===== src/rtl/serial_subtractor_8_bit_if.sv =====
// serial_subtractor_8_bit_if: request/result bundle for the bit-serial subtractor
//   start  requester -> subtractor  request strobe, sampled only while idle
//   A, B   requester -> subtractor  minuend and subtrahend
//   B_in   requester -> subtractor  borrow in
//   D      subtractor -> requester  registered difference
//   B_out  subtractor -> requester  registered borrow out
//   busy   subtractor -> requester  operation in progress
//   done   subtractor -> requester  one-cycle result-ready pulse
interface serial_subtractor_8_bit_if #(parameter int WIDTH = 8);
    logic             start;
    logic [WIDTH-1:0] A;
    logic [WIDTH-1:0] B;
    logic             B_in;
    logic [WIDTH-1:0] D;
    logic             B_out;
    logic             busy;
    logic             done;
    modport master (output start, A, B, B_in, input D, B_out, busy, done);
    modport slave (input start, A, B, B_in, output D, B_out, busy, done);
endinterface


===== src/rtl/serial_subtractor_8_bit.sv =====
// serial_subtractor_8_bit: bit-serial {B_out, D} = A - B - B_in, LSB first, one bit per clock
//   clk  rising-edge clock
//   rst  synchronous active-high reset
//   bus  slave side of serial_subtractor_8_bit_if (start/A/B/B_in in, D/B_out/busy/done out)
module serial_subtractor_8_bit #(
    parameter int WIDTH = 8
) (
    input logic                     clk,
    input logic                     rst,
    serial_subtractor_8_bit_if.slave bus
);
    localparam int CW = $clog2(WIDTH) + 1;
    typedef enum logic [1:0] {IDLE, SHIFT, DONE} state_t;
    state_t state, state_next;
    logic [WIDTH-1:0] a_sr, b_sr, d_q;
    logic [WIDTH-2:0] res;
    logic [CW-1:0] cnt;
    logic brw, bo_q, diff_bit, brw_next, last_bit;
    always_comb begin
        diff_bit   = a_sr[0] ^ b_sr[0] ^ brw;
        brw_next   = (~a_sr[0] & b_sr[0]) | (~(a_sr[0] ^ b_sr[0]) & brw);
        last_bit   = cnt == CW'(WIDTH - 1);
        state_next = (state == IDLE)  ? (bus.start ? SHIFT : IDLE) :
                     (state == SHIFT) ? (last_bit ? DONE : SHIFT) : IDLE;
    end
    always_ff @(posedge clk) begin
        if (rst) state <= IDLE;
        else state <= state_next;
    end
    // res collects the low WIDTH-1 difference bits; the final bit is merged
    // straight into D so the outputs only change on the SHIFT->DONE edge.
    always_ff @(posedge clk) begin
        if (rst) begin
            a_sr <= '0;
            b_sr <= '0;
            brw  <= 1'b0;
            res  <= '0;
            cnt  <= '0;
            d_q  <= '0;
            bo_q <= 1'b0;
        end else if (state == IDLE && bus.start) begin
            a_sr <= bus.A;
            b_sr <= bus.B;
            brw  <= bus.B_in;
            cnt  <= '0;
        end else if (state == SHIFT) begin
            a_sr <= a_sr >> 1;
            b_sr <= b_sr >> 1;
            brw  <= brw_next;
            res  <= {diff_bit, res[WIDTH-2:1]};
            cnt  <= cnt + CW'(1);
            if (last_bit) begin
                d_q  <= {diff_bit, res};
                bo_q <= brw_next;
            end
        end
    end
    assign bus.D     = d_q;
    assign bus.B_out = bo_q;
    assign bus.busy  = state != IDLE;
    assign bus.done  = state == DONE;
endmodule


===== src/flat_wrapper.sv =====
// flat-port wrapper written by rule: the top's interface ports become plain ports
module serial_subtractor_8_bit_flat 
#(
    parameter int WIDTH = 8
)
  (clk, rst, bus_start, bus_A, bus_B, bus_B_in, bus_D, bus_B_out, bus_busy, bus_done);
  serial_subtractor_8_bit_if #(.WIDTH(WIDTH)) bus_i ();
  input logic clk;
  input logic rst;
  input wire logic [$bits(bus_i.start)-1:0] bus_start;
  input wire logic [$bits(bus_i.A)-1:0] bus_A;
  input wire logic [$bits(bus_i.B)-1:0] bus_B;
  input wire logic [$bits(bus_i.B_in)-1:0] bus_B_in;
  output wire logic [$bits(bus_i.D)-1:0] bus_D;
  output wire logic [$bits(bus_i.B_out)-1:0] bus_B_out;
  output wire logic [$bits(bus_i.busy)-1:0] bus_busy;
  output wire logic [$bits(bus_i.done)-1:0] bus_done;
  assign bus_i.start = bus_start;
  assign bus_i.A = bus_A;
  assign bus_i.B = bus_B;
  assign bus_i.B_in = bus_B_in;
  assign bus_D = bus_i.D;
  assign bus_B_out = bus_i.B_out;
  assign bus_busy = bus_i.busy;
  assign bus_done = bus_i.done;
  serial_subtractor_8_bit #(.WIDTH(WIDTH)) u_core (.clk(clk), .rst(rst), .bus(bus_i));
endmodule

===== config.mk =====
export PLATFORM = sky130hd
export DESIGN_NAME = serial_subtractor_8_bit_flat
export DESIGN_NICKNAME = d
export VERILOG_FILES = /design/src/rtl/serial_subtractor_8_bit_if.sv /design/src/rtl/serial_subtractor_8_bit.sv /design/src/flat_wrapper.sv
export SDC_FILE = /design/constraint.sdc
export NUM_CORES = 1
export LEC_CHECK = 0
export CORE_ASPECT_RATIO = 1.2
export CORE_MARGIN = 2
export CORE_UTILIZATION = 50
export DETAILED_ROUTE_END_ITERATION = 10
export DONT_BUFFER_PORTS = 1
export HOLD_SLACK_MARGIN = 0.06
export SETUP_SLACK_MARGIN = 0.02
export SYNTH_ARGS = -nofsm -noshare
export SYNTH_HDL_FRONTEND = slang
export SYNTH_SLANG_ARGS = --single-unit
export TNS_END_PERCENT = 10

===== constraint.sdc =====
create_clock -name clk -period 3.98 [get_ports clk]
set_input_delay 0.398 -clock clk [delete_from_list [all_inputs] [get_ports clk]]
set_output_delay 0.398 -clock clk [all_outputs]
set_load 0.05 [all_outputs]

==> out/qor.txt, run 1 <==
SYNTHESIS
----------------------------------------------------------------------------------
Flip-flop and latch count after synthesis                                       39
Syn_area_per_cell                                                        9.02 um^2
Seq/Total Area, Yosys                                                        48.1%
Async set or reset register ratio after synthesis                               0%
Post-synthesis cell type count                                                  36
Cells after Synth                                                              180
Most instantiated flip-flop cell in the synthesis netlist             sky130_fd_sc_hd__dfxtp_1
YS warnings                                                                      0
Post-synthesis cell area                                                 1620 um^2
Post-synth EDFFs                                                                 0
Total nets after synthesis                                                     202

MIN PATH
----------------------------------------------------------------------------------
Hold path start                                                                rst
Type of the worst min-delay path                                      primary input to register

CTS
----------------------------------------------------------------------------------
Clock Pin Slew Worst Setup and Hold Paths                                  0.10 ns
Hold bufs inserted after CTS                                                     0
TritonCTS clock tree                                                         built
Number of buffers on the longest clock path                                      2
H-tree lvl count                                                                 2
Post-CTS resize count                                                            0
Clock root buffer                                                     sky130_fd_sc_hd__clkbuf_4
Clock tree sinks                                                                39
CTS buffer count                                                                 5
Later-pin clock latency in the skew report                                 0.34 ns
Post-CTS setup buffer count                                                      0

FLOORPLANNING
----------------------------------------------------------------------------------
DIE AREA                                                                 3720 um^2
Effective utilization at floorplan                                           52.7%
Die Span Y                                                                 66.4 um
Width of the die                                                           56.0 um
Floorplan core area                                                      3080 um^2
Number of primary I/O pins                                                      31
Num rows                                                                        22

FINAL LAYOUT
----------------------------------------------------------------------------------
Number of fill cells in the layout                                             306
Area of combinational cells with multiple inputs                          738 um^2
Reg area                                                                  781 um^2
Share of final-layout standard cells stronger than drive strength 1          11.6%
Top library cells by usage in the layout, fill and taps aside         sky130_fd_sc_hd__dfxtp_1, sky130_fd_sc_hd__nor2_1, sky130_fd_sc_hd__nand2_1, sky130_fd_sc_hd__a21oi_1
Synth-to-Final Area Change                                                   1.16%
Leading cell type in the layout, fill and taps excluded               sky130_fd_sc_hd__dfxtp_1
Number of antenna repair diodes                                                  0
Count of nets after finishing                                                  195

STA
----------------------------------------------------------------------------------
Number of hold-slack violations in the final timing report                       0
Transition at the pin with the smallest max-transition slack              0.898 ns
Achievable frequency                                                     0.467 GHz
Count of pins over their slew limit                                              0
Period minus WS final                                                      2.14 ns
Unrepaired setup endpoints after global routing                                 no
Slew Limit Headroom                                                          39.9%
Finish-stage setup viols                                                         0
Layout Skew                                                             0.00767 ns
Summed negative setup slack over all endpoints                                0 ns
Ratio of final minimum period to clock period                                53.9%

DRT
----------------------------------------------------------------------------------
Remaining antenna violation count                                                0
Drt wl/cell                                                                16.3 um
Violation count after the first detailed-routing iteration                      53
First drt pass iteration count                                                   4
Routed wire length                                                         3410 um
Total number of vias                                                          1297
Number of remaining DRC errors                                                   0
Via-to-Cell Ratio                                                             6.21

CRITICAL PATH
----------------------------------------------------------------------------------
Crit path max-delay family                                            simple AND/OR/NAND/NOR gates
Highest cell delay on the worst timing path                                0.76 ns
Required time reported for the critical path endpoint                      3.58 ns
CP Data Arrival Time                                                       1.75 ns
Buffers plus inverters on the worst setup path                                   1
Largest driver fanout on the critical path                                      27
FF-to-FF setup slack                                                       2.18 ns
Sort of element at the start of the critical path                         register
Launch point of the worst reg-to-reg path                             u_core.state[0]
Stages on worst setup path                                                       2
Worst Reg2Reg Path Length in Cells                                               3
Capturing element type of the critical path                             output pin
Worst Setup SP                                                        u_core.state[1]
Capture instance of the worst register-to-register path               u_core.bus.D[2]
Critical Setup Path Class                                             register to output pin
Setup crit end                                                            bus_done
Series of cell instances along the critical path                      inv_2 > nor2_1
Critical-path cell with the highest stage delay                       sky130_fd_sc_hd__nor2_1

RUN
----------------------------------------------------------------------------------
Max Cap Violations                                                               0

GLOBAL ROUTE
----------------------------------------------------------------------------------
First-pass GRT wire length                                                 5780 um
Initial antenna violation count                                                  0
Aggregate global-route resource usage                                        20.1%
Maximum number of pins on one net before global-route repair                    39
Final global-route overflow total                                                0
Vias in the first global route                                                1301

PWR
----------------------------------------------------------------------------------
Total power divided by cell area                                       418 nW/um^2
Maximum resistive drop on vdd                                             0.270 mV
Leak                                                                      0.601 nW
Power, Total                                                              0.686 mW

PLACED DESIGN
----------------------------------------------------------------------------------
Count of input and output buffers                                                0
Routability-driven placement congestion ratio                                0.749
Detailed-placement wirelength estimate                                     2280 um

OUTCOME
----------------------------------------------------------------------------------
Status                                                                complete, no violations

[report_power, final]
part           internal (mW)  switching (mW)  leakage [nW]
clock network         0.0819           0.121        0.0341
logic                 0.0259          0.0366         0.248
registers              0.409          0.0120         0.319
[metrics by stage]
step	worst slack (ns)	hold slack (ns)	instances	cell area, um^2	util (%)
after floorplan	2.26	0.437	180	1620	-
after global placement	2.28	0.445	202	1590	51.5
after detailed placement	2.21	0.448	202	1590	51.5
after CTS	1.83	0.0978	209	1640	53.3
after global routing	1.71	0.0930	209	1640	53.3
final	1.84	0.116	209	1640	53.3
[layer usage]
metal  part of all wire (%)  GRT usage [%]  vias up
li1                       -              -      632
met1                     45           21.7      610
met2                     47           35.4       46
met3                    6.0           4.89        9
met4                    2.0           11.9        0
met5                      0              0        -
[flip-flops by register name, summed over array words and instances (netlist names)]
signal,count
u_core.a_sr,8
u_core.b_sr,8
u_core.brw,1
u_core.bus.B_out,1
u_core.bus.D,8
u_core.cnt,4
u_core.res,7
u_core.state,2
[cell usage after synthesis (2+ instances only)]
master	number	area, um^2
sky130_fd_sc_hd__buf_4	3	22.5
sky130_fd_sc_hd__buf_2	3	15.0
sky130_fd_sc_hd__o21ai_0	2	10.0
sky130_fd_sc_hd__clkbuf_1	6	22.5
sky130_fd_sc_hd__nor2_1	20	75.1
sky130_fd_sc_hd__o22ai_1	14	87.6
sky130_fd_sc_hd__nor2b_1	2	12.5
sky130_fd_sc_hd__nand3_1	2	10.0
sky130_fd_sc_hd__a221oi_1	2	17.5
sky130_fd_sc_hd__dfxtp_1	39	781
sky130_fd_sc_hd__a21oi_1	15	75.1
sky130_fd_sc_hd__nand2_1	17	63.8
sky130_fd_sc_hd__nand2b_1	8	50.1
sky130_fd_sc_hd__a31o_2	7	61.3
sky130_fd_sc_hd__buf_6	2	22.5
sky130_fd_sc_hd__a211oi_1	14	105
sky130_fd_sc_hd__inv_1	4	15.0
sky130_fd_sc_hd__a32oi_1	2	17.5
[worst register-to-register path: cells and delay by family (launching register included)]
kind | cells | cell delay (ns)
AO/OA/AOI/OAI | 1 | 0.21
flip-flops | 1 | 0.59
AND/OR/NAND/NOR | 2 | 0.95
[layout make-up]
cell class	instances	share of cell area, %
flip-flops and latches	39	47.5
clock inverters	1	0.305
well taps	36	2.74
inverters	6	1.37
clock buffers	6	3.12
multi-input cells	121	44.9
[worst min path at each step]
stage | to | slack (ns) | cells past startpoint
2_1_floorplan | u_core.res[0] | 0.44 | 2
3_3_place_gp | u_core.res[0] | 0.45 | 2
3_5_place_dp | u_core.res[0] | 0.45 | 2
4_1_cts | u_core.bus.B_out | 0.1 | 1
5_1_grt | u_core.bus.B_out | 0.09 | 1
6_report | u_core.cnt[3] | 0.12 | 1
[logic make-up after synthesis]
kind of cell,after synthesis,share of synthesized area (%)
AO/OA/AOI/OAI,62,26.6
adder cells (fa/ha/maj),2,2.00
buffers and inverters,20,6.47
flip-flops,39,48.1
AND/OR/NAND/NOR,57,16.9
(Power assumes the default switching activity.)
==> inputs of run 2 (changes only) <==
==> constraint.sdc (replaced) <==
create_clock -name clk -period 2 [get_ports clk]
set_input_delay 0.2 -clock clk [delete_from_list [all_inputs] [get_ports clk]]
set_output_delay 0.2 -clock clk [all_outputs]
set_load 0.05 [all_outputs]
==> out/qor.txt, run 2 (synthesis results as in run 1) <==
DRT
----------------------------------------------------------------------------------
Remaining antenna violation count                                                0   unchanged
Drt wl/cell                                                                15.5 um   was 16.3 um
Via-to-Cell Ratio                                                             6.14   was 6.21
Total number of vias                                                          1338   was 1297
Number of remaining DRC errors                                                   0   unchanged
Routed wire length                                                         3380 um   was 3410 um
First drt pass iteration count                                                   4   unchanged
Violation count after the first detailed-routing iteration                      46   was 53

PLACED DESIGN
----------------------------------------------------------------------------------
Routability-driven placement congestion ratio                                0.689   was 0.749
Worst slack at placement                                                  0.593 ns   was 2.21 ns
Count of input and output buffers                                                0   unchanged
Detailed-placement wirelength estimate                                     2240 um   was 2280 um

FINAL LAYOUT
----------------------------------------------------------------------------------
Count of nets after finishing                                                  203   was 195
Synth-to-Final Area Change                                                   7.01%   was 1.16%
Share of final-layout standard cells stronger than drive strength 1          13.7%   was 11.6%
Leading cell type in the layout, fill and taps excluded               sky130_fd_sc_hd__dfxtp_1   unchanged
Top library cells by usage in the layout, fill and taps aside         sky130_fd_sc_hd__dfxtp_1, sky130_fd_sc_hd__nor2_1, sky130_fd_sc_hd__nand2_1, sky130_fd_sc_hd__a21oi_1   unchanged
Number of antenna repair diodes                                                  0   unchanged
Number of fill cells in the layout                                             308   was 306

GLOBAL ROUTE
----------------------------------------------------------------------------------
Vias in the first global route                                                1285   was 1301
Initial antenna violation count                                                  0   unchanged
First-pass GRT wire length                                                 5820 um   was 5780 um
Maximum number of pins on one net before global-route repair                    31   was 39
Final global-route overflow total                                                0   unchanged
Aggregate global-route resource usage                                        20.1%   about the same

CTS
----------------------------------------------------------------------------------
Number of buffers on the longest clock path                                      2   unchanged
H-tree lvl count                                                                 2   unchanged
TritonCTS clock tree                                                         built   unchanged
Clock root buffer                                                     sky130_fd_sc_hd__clkbuf_4   unchanged
Clock tree sinks                                                                39   unchanged
Post-CTS resize count                                                            0   unchanged
Clock Pin Slew Worst Setup and Hold Paths                                  0.12 ns   was 0.10 ns
Later-pin clock latency in the skew report                                 0.34 ns   about the same
CTS buffer count                                                                 5   unchanged
Post-CTS setup buffer count                                                      0   unchanged

STA
----------------------------------------------------------------------------------
Final setup margin                                                        0.368 ns   was 1.84 ns
Ratio of final minimum period to clock period                                81.6%
Count of pins over their slew limit                                              0   unchanged
Worst hold margin                                                        0.0847 ns   was 0.116 ns
Unrepaired setup endpoints after global routing                                 no   unchanged
Achievable frequency                                                     0.613 GHz
Number of hold-slack violations in the final timing report                       0   unchanged
Finish-stage setup viols                                                         0   unchanged
Transition at the pin with the smallest max-transition slack               1.08 ns   was 0.898 ns
Summed negative setup slack over all endpoints                                0 ns   unchanged
Slew Limit Headroom                                                          27.8%   was 39.9%
Layout Skew                                                             0.00738 ns   was 0.00767 ns
Period minus WS final                                                      1.63 ns

PWR
----------------------------------------------------------------------------------
Power, Total                                                               1.50 mW   was 0.686 mW
Total power divided by cell area                                       861 nW/um^2   was 418 nW/um^2
Maximum resistive drop on vdd                                             0.712 mV   was 0.270 mV
Leak                                                                      0.651 nW   was 0.601 nW

CRITICAL PATH
----------------------------------------------------------------------------------
CP Data Arrival Time                                                       1.43 ns   was 1.75 ns
FF-to-FF setup slack                                                       0.56 ns   was 2.18 ns
Critical Setup Path Class                                             register to output pin   unchanged
Worst Reg2Reg Path Length in Cells                                               3   unchanged
Launch point of the worst reg-to-reg path                             u_core.state[1]   was u_core.state[0]
Largest driver fanout on the critical path                                      27   unchanged
Capture instance of the worst register-to-register path               u_core.bus.B_out   was u_core.bus.D[2]
Required time reported for the critical path endpoint                      1.80 ns   was 3.58 ns
Capturing element type of the critical path                             output pin   unchanged
Sort of element at the start of the critical path                         register   unchanged

FLOORPLANNING
----------------------------------------------------------------------------------
Floorplan core area                                                      3080 um^2   unchanged
Die Span Y                                                                 66.4 um   unchanged
DIE AREA                                                                 3720 um^2   unchanged
Number of primary I/O pins                                                      31   unchanged
Effective utilization at floorplan                                           52.7%   unchanged
Num rows                                                                        22   unchanged
Width of the die                                                           56.0 um   unchanged

MIN PATH
----------------------------------------------------------------------------------
Hold path cells                                                                  2   was 1
Hold path start                                                           bus_A[2]   was rst
Type of the worst min-delay path                                      primary input to register   unchanged
Hold worst-path end                                                   u_core.a_sr[2]   was u_core.cnt[3]

RUN
----------------------------------------------------------------------------------
Max Cap Violations                                                               0   unchanged

OUTCOME
----------------------------------------------------------------------------------
Status                                                                complete, no violations   unchanged

run 2: repair_timing:
action,CTS,global route
setup endpoints to repair,0,0
hold buffers,4,0
hold endpoints to repair,30,0
run 2: final cells by class:
cell class	instances	area (um^2)	area share, %
clock buffer	5	37.5	2.16
clock inverter	3	43.8	2.52
inverter	6	22.5	1.30
multi-input combinational	121	738	42.5
sequential	39	781	44.9
tap	36	45.0	2.59
timing repair buffer	8	70.1	4.03
run 2: where the power goes:
group	total, mW	internal (mW)	switching (mW)
Clock	0.520	0.263	0.257
Combinational	0.139	0.0576	0.0817
Sequential	0.837	0.813	0.0239
run 2: how the worst max path moves through the flow:
stage / start / to / slack, ns / cells after the start
2_1_floorplan: u_core.state[1] / bus_done / 0.48 / 3
3_3_place_gp: u_core.state[1] / u_core.bus.D[0] / 0.62 / 3
3_5_place_dp: u_core.state[0] / u_core.cnt[3] / 0.59 / 3
4_1_cts: u_core.state[1] / bus_done / 0.35 / 3
5_1_grt: u_core.state[1] / bus_done / 0.25 / 3
6_report: u_core.state[1] / bus_done / 0.37 / 3
run 2: stage by stage:
| stage | area, um^2 | utilization (%) | std cells |
|---|---|---|---|
| 2_1_floorplan | 1620 | - | 180 |
| 3_3_place_gp | 1620 | 52.4 | 206 |
| 3_5_place_dp | 1620 | 52.4 | 206 |
| 4_1_cts | 1740 | 56.4 | 218 |
| 5_1_grt | 1740 | 56.4 | 218 |
| 6_report | 1740 | 56.4 | 218 |
run 2: worst max-delay path, cell delays in order (launching register included):
cell and delay [ns]:
sky130_fd_sc_hd__dfxtp_1 0.38, sky130_fd_sc_hd__inv_2 0.39, sky130_fd_sc_hd__nor2_1 0.11, sky130_fd_sc_hd__buf_4 0.21
run 2: layer usage:
metal	vias to the layer above	GRT usage [%]	wire [um]
met2	36	35.6	1730
li1	647	-	-
met1	649	22.1	1420
met5	-	0	0
met4	0	8.63	51
met3	6	6.46	174
==> inputs of run 3 (changes only) <==
--- a/config.mk
+++ b/config.mk
@@ -11,6 +11,7 @@
 export DETAILED_ROUTE_END_ITERATION = 10
 export DONT_BUFFER_PORTS = 1
 export HOLD_SLACK_MARGIN = 0.06
+export PLACE_DENSITY = 0.68
 export SETUP_SLACK_MARGIN = 0.02
 export SYNTH_ARGS = -nofsm -noshare
 export SYNTH_HDL_FRONTEND = slang
==> constraint.sdc (replaced) <==
create_clock -name clk -period 1.5 [get_ports clk]
set_input_delay 0.15 -clock clk [delete_from_list [all_inputs] [get_ports clk]]
set_output_delay 0.15 -clock clk [all_outputs]
set_load 0.05 [all_outputs]
==> out/qor.txt, run 3 (synthesis results as in run 1) <==
OUTCOME
----------------------------------------------------------------------------------
Status                                                                complete, no violations   unchanged

RUN
----------------------------------------------------------------------------------
Max Cap Violations                                                               0   unchanged

CTS
----------------------------------------------------------------------------------
Later-pin clock latency in the skew report                                 0.34 ns   about the same
Post-CTS setup buffer count                                                      0   unchanged
Number of buffers on the longest clock path                                      2   unchanged
Clock Pin Slew Worst Setup and Hold Paths                                  0.12 ns   about the same
Clock tree sinks                                                                39   unchanged
H-tree lvl count                                                                 2   unchanged
CTS buffer count                                                                 5   unchanged
Clock root buffer                                                     sky130_fd_sc_hd__clkbuf_4   unchanged
TritonCTS clock tree                                                         built   unchanged

FLOORPLANNING
----------------------------------------------------------------------------------
Floorplan core area                                                      3080 um^2   unchanged
Num rows                                                                        22   unchanged
Die Span Y                                                                 66.4 um   unchanged
Width of the die                                                           56.0 um   unchanged
Effective utilization at floorplan                                           52.7%   unchanged
Number of primary I/O pins                                                      31   unchanged
DIE AREA                                                                 3720 um^2   unchanged

CRITICAL PATH
----------------------------------------------------------------------------------
Largest driver fanout on the critical path                                       9   was 27
Capturing element type of the critical path                               register   was output pin
CP Data Arrival Time                                                       1.63 ns   was 1.43 ns
Required time reported for the critical path endpoint                      1.73 ns   was 1.80 ns
FF-to-FF setup slack                                                        0.1 ns   was 0.56 ns
Series of cell instances along the critical path                      ha_1 > and4b_1 > and2_2 > a31o_2   was inv_2 > nor2_1 > buf_4
Highest cell delay on the worst timing path                                0.36 ns   was 0.39 ns
Critical Setup Path Class                                             register to register   was register to output pin
Sort of element at the start of the critical path                         register   unchanged
Critical-path cell with the highest stage delay                       sky130_fd_sc_hd__dfxtp_2   was sky130_fd_sc_hd__inv_2

STA
----------------------------------------------------------------------------------
Number of hold-slack violations in the final timing report                       0   unchanged
Summed negative setup slack over all endpoints                                0 ns   unchanged
Finish-stage setup viols                                                         0   unchanged
Ratio of final minimum period to clock period                                93.5%
Period minus WS final                                                      1.40 ns
Transition at the pin with the smallest max-transition slack               1.11 ns   was 1.08 ns
Layout Skew                                                              0.0163 ns   was 0.00738 ns
Slew Limit Headroom                                                          25.6%   was 27.8%
Unrepaired setup endpoints after global routing                                 no   unchanged
Count of pins over their slew limit                                              0   unchanged
Achievable frequency                                                     0.713 GHz

PWR
----------------------------------------------------------------------------------
Total power divided by cell area                                       984 nW/um^2   was 861 nW/um^2
Fraction of power spent switching nets                                       25.5%   was 24.2%
Sequential cell fraction of total power                                      58.3%   was 56.0%
NetSw                                                                     0.486 mW   was 0.362 mW
Maximum resistive drop on vdd                                             0.925 mV   was 0.712 mV
Combinational Power Share                                                    12.0%   was 9.3%
Clock network power share                                                    29.8%   was 34.7%
Internal power                                                             1.42 mW   was 1.13 mW
Leak                                                                      0.752 nW   was 0.651 nW

FINAL LAYOUT
----------------------------------------------------------------------------------
Number of fill cells in the layout                                             268   was 308
Top library cells by usage in the layout, fill and taps aside         sky130_fd_sc_hd__dfxtp_1, sky130_fd_sc_hd__nor2_1, sky130_fd_sc_hd__dlygate4sd3_1, sky130_fd_sc_hd__nand2_1, sky130_fd_sc_hd__a21oi_1   was sky130_fd_sc_hd__dfxtp_1, sky130_fd_sc_hd__nor2_1, sky130_fd_sc_hd__nand2_1, sky130_fd_sc_hd__a21oi_1
Number of antenna repair diodes                                                  0   unchanged
Share of final-layout standard cells stronger than drive strength 1          18.9%   was 13.7%
Count of nets after finishing                                                  227   was 203
Synth-to-Final Area Change                                                   19.6%   was 7.01%
Leading cell type in the layout, fill and taps excluded               sky130_fd_sc_hd__dfxtp_1   unchanged
Fraction of the core area covered by cells at the end of the flow            63.0%   was 56.4%

DRT
----------------------------------------------------------------------------------
Highest signal layer in the routed design                                     met4   unchanged
Routed wire length                                                         3510 um   was 3380 um
First drt pass iteration count                                                   4   unchanged
Violation count after the first detailed-routing iteration                      58   was 46
Wire length on met3                                                         175 um   was 174 um
Total number of vias                                                          1426   was 1338
Via-to-Cell Ratio                                                             5.89   was 6.14
Met1 routed wirelength after detailed routing                              1460 um   was 1420 um
Remaining antenna violation count                                                0   unchanged
Routed wire length on met2                                                 1820 um   was 1730 um
Number of remaining DRC errors                                                   0   unchanged
Drt wl/cell                                                                14.5 um   was 15.5 um

GLOBAL ROUTE
----------------------------------------------------------------------------------
Initial antenna violation count                                                  0   unchanged
Maximum number of pins on one net before global-route repair                    31   unchanged
Vias in the first global route                                                1371   was 1285
Final global-route overflow total                                                0   unchanged
Aggregate global-route resource usage                                        20.7%   was 20.1%
First-pass GRT wire length                                                 6090 um   was 5820 um

PLACED DESIGN
----------------------------------------------------------------------------------
Routability-driven placement congestion ratio                                0.680   was 0.689
Count of input and output buffers                                                0   unchanged
Detailed-placement wirelength estimate                                     2240 um   about the same

MIN PATH
----------------------------------------------------------------------------------
Type of the worst min-delay path                                      primary input to register   unchanged

run 3: changes by cell type in the layout (fill, tap and decap cells not counted), moves of 2 or more:
| cell | before | now |
|---|---|---|
| sky130_fd_sc_hd__dlygate4sd3_1 | 4 | 18 |
| sky130_fd_sc_hd__buf_4 | 4 | 14 |
| sky130_fd_sc_hd__dfxtp_1 | 39 | 37 |
| sky130_fd_sc_hd__dfxtp_2 | 0 | 2 |
run 3: layout make-up:
cell class | instances | area, um^2 | area share [%]
clock buffer | 7 | 55.1 | 2.84
clock inverter | 1 | 8.76 | 0.451
inverter | 6 | 22.5 | 1.16
multi-input combinational | 121 | 742 | 38.2
sequential | 39 | 783 | 40.3
tap | 36 | 45.0 | 2.32
timing repair buffer | 32 | 285 | 14.7
run 3: worst paths after layout:
check | from | to | depth (start not counted)
setup reg to reg | u_core.cnt[0] | u_core.bus.D[1] | 4
setup / recovery | u_core.cnt[0] | u_core.bus.D[1] | 4
hold reg to reg | u_core.bus.D[0] | u_core.bus.D[0] | 2
hold / removal | bus_B_in | u_core.brw | 2
run 3: metrics by stage:
stage	std cells	area [um^2]	setup slack (ns)	hold WS, ns	power (mW)
6_report	242	1940	0.0975	0.0695	1.91
5_1_grt	242	1940	0.0243	0.0638	2.01
4_1_cts	241	1930	0.0217	0.0609	1.92
3_5_place_dp	216	1690	0.103	0.222	1.31
3_3_place_gp	216	1690	0.148	0.222	1.30
2_1_floorplan	180	1620	0.0277	0.316	1.30
run 3: metal layers:
metal	global-route usage (%)	up-vias
met2	38.4	36
met3	5.68	7
met4	5.95	0
met5	0	-
li1	-	697
met1	22.9	686
run 3: repair_timing:
item	4_1_cts	5_1_grt
hold buffers	17	1
hold endpoints to repair	30	1
resized for setup	0	5
endpoints found under the setup margin	0	10
run 3: critical path: cells and delay by family (launching register included):
family,cells,cell delay [ns]
AO/OA/AOI/OAI,1,0.27
adder cells (fa/ha/maj),1,0.22
flip-flops,1,0.36
AND/OR/NAND/NOR,2,0.45
run 3: power by group through the flow:
stage	Combinational (mW)	Clock, mW	Sequential [mW]
2_1_floorplan	0.169	0	1.13
3_3_place_gp	0.168	0	1.13
3_5_place_dp	0.176	0	1.13
4_1_cts	0.224	0.590	1.11
5_1_grt	0.253	0.639	1.12
6_report	0.229	0.568	1.11
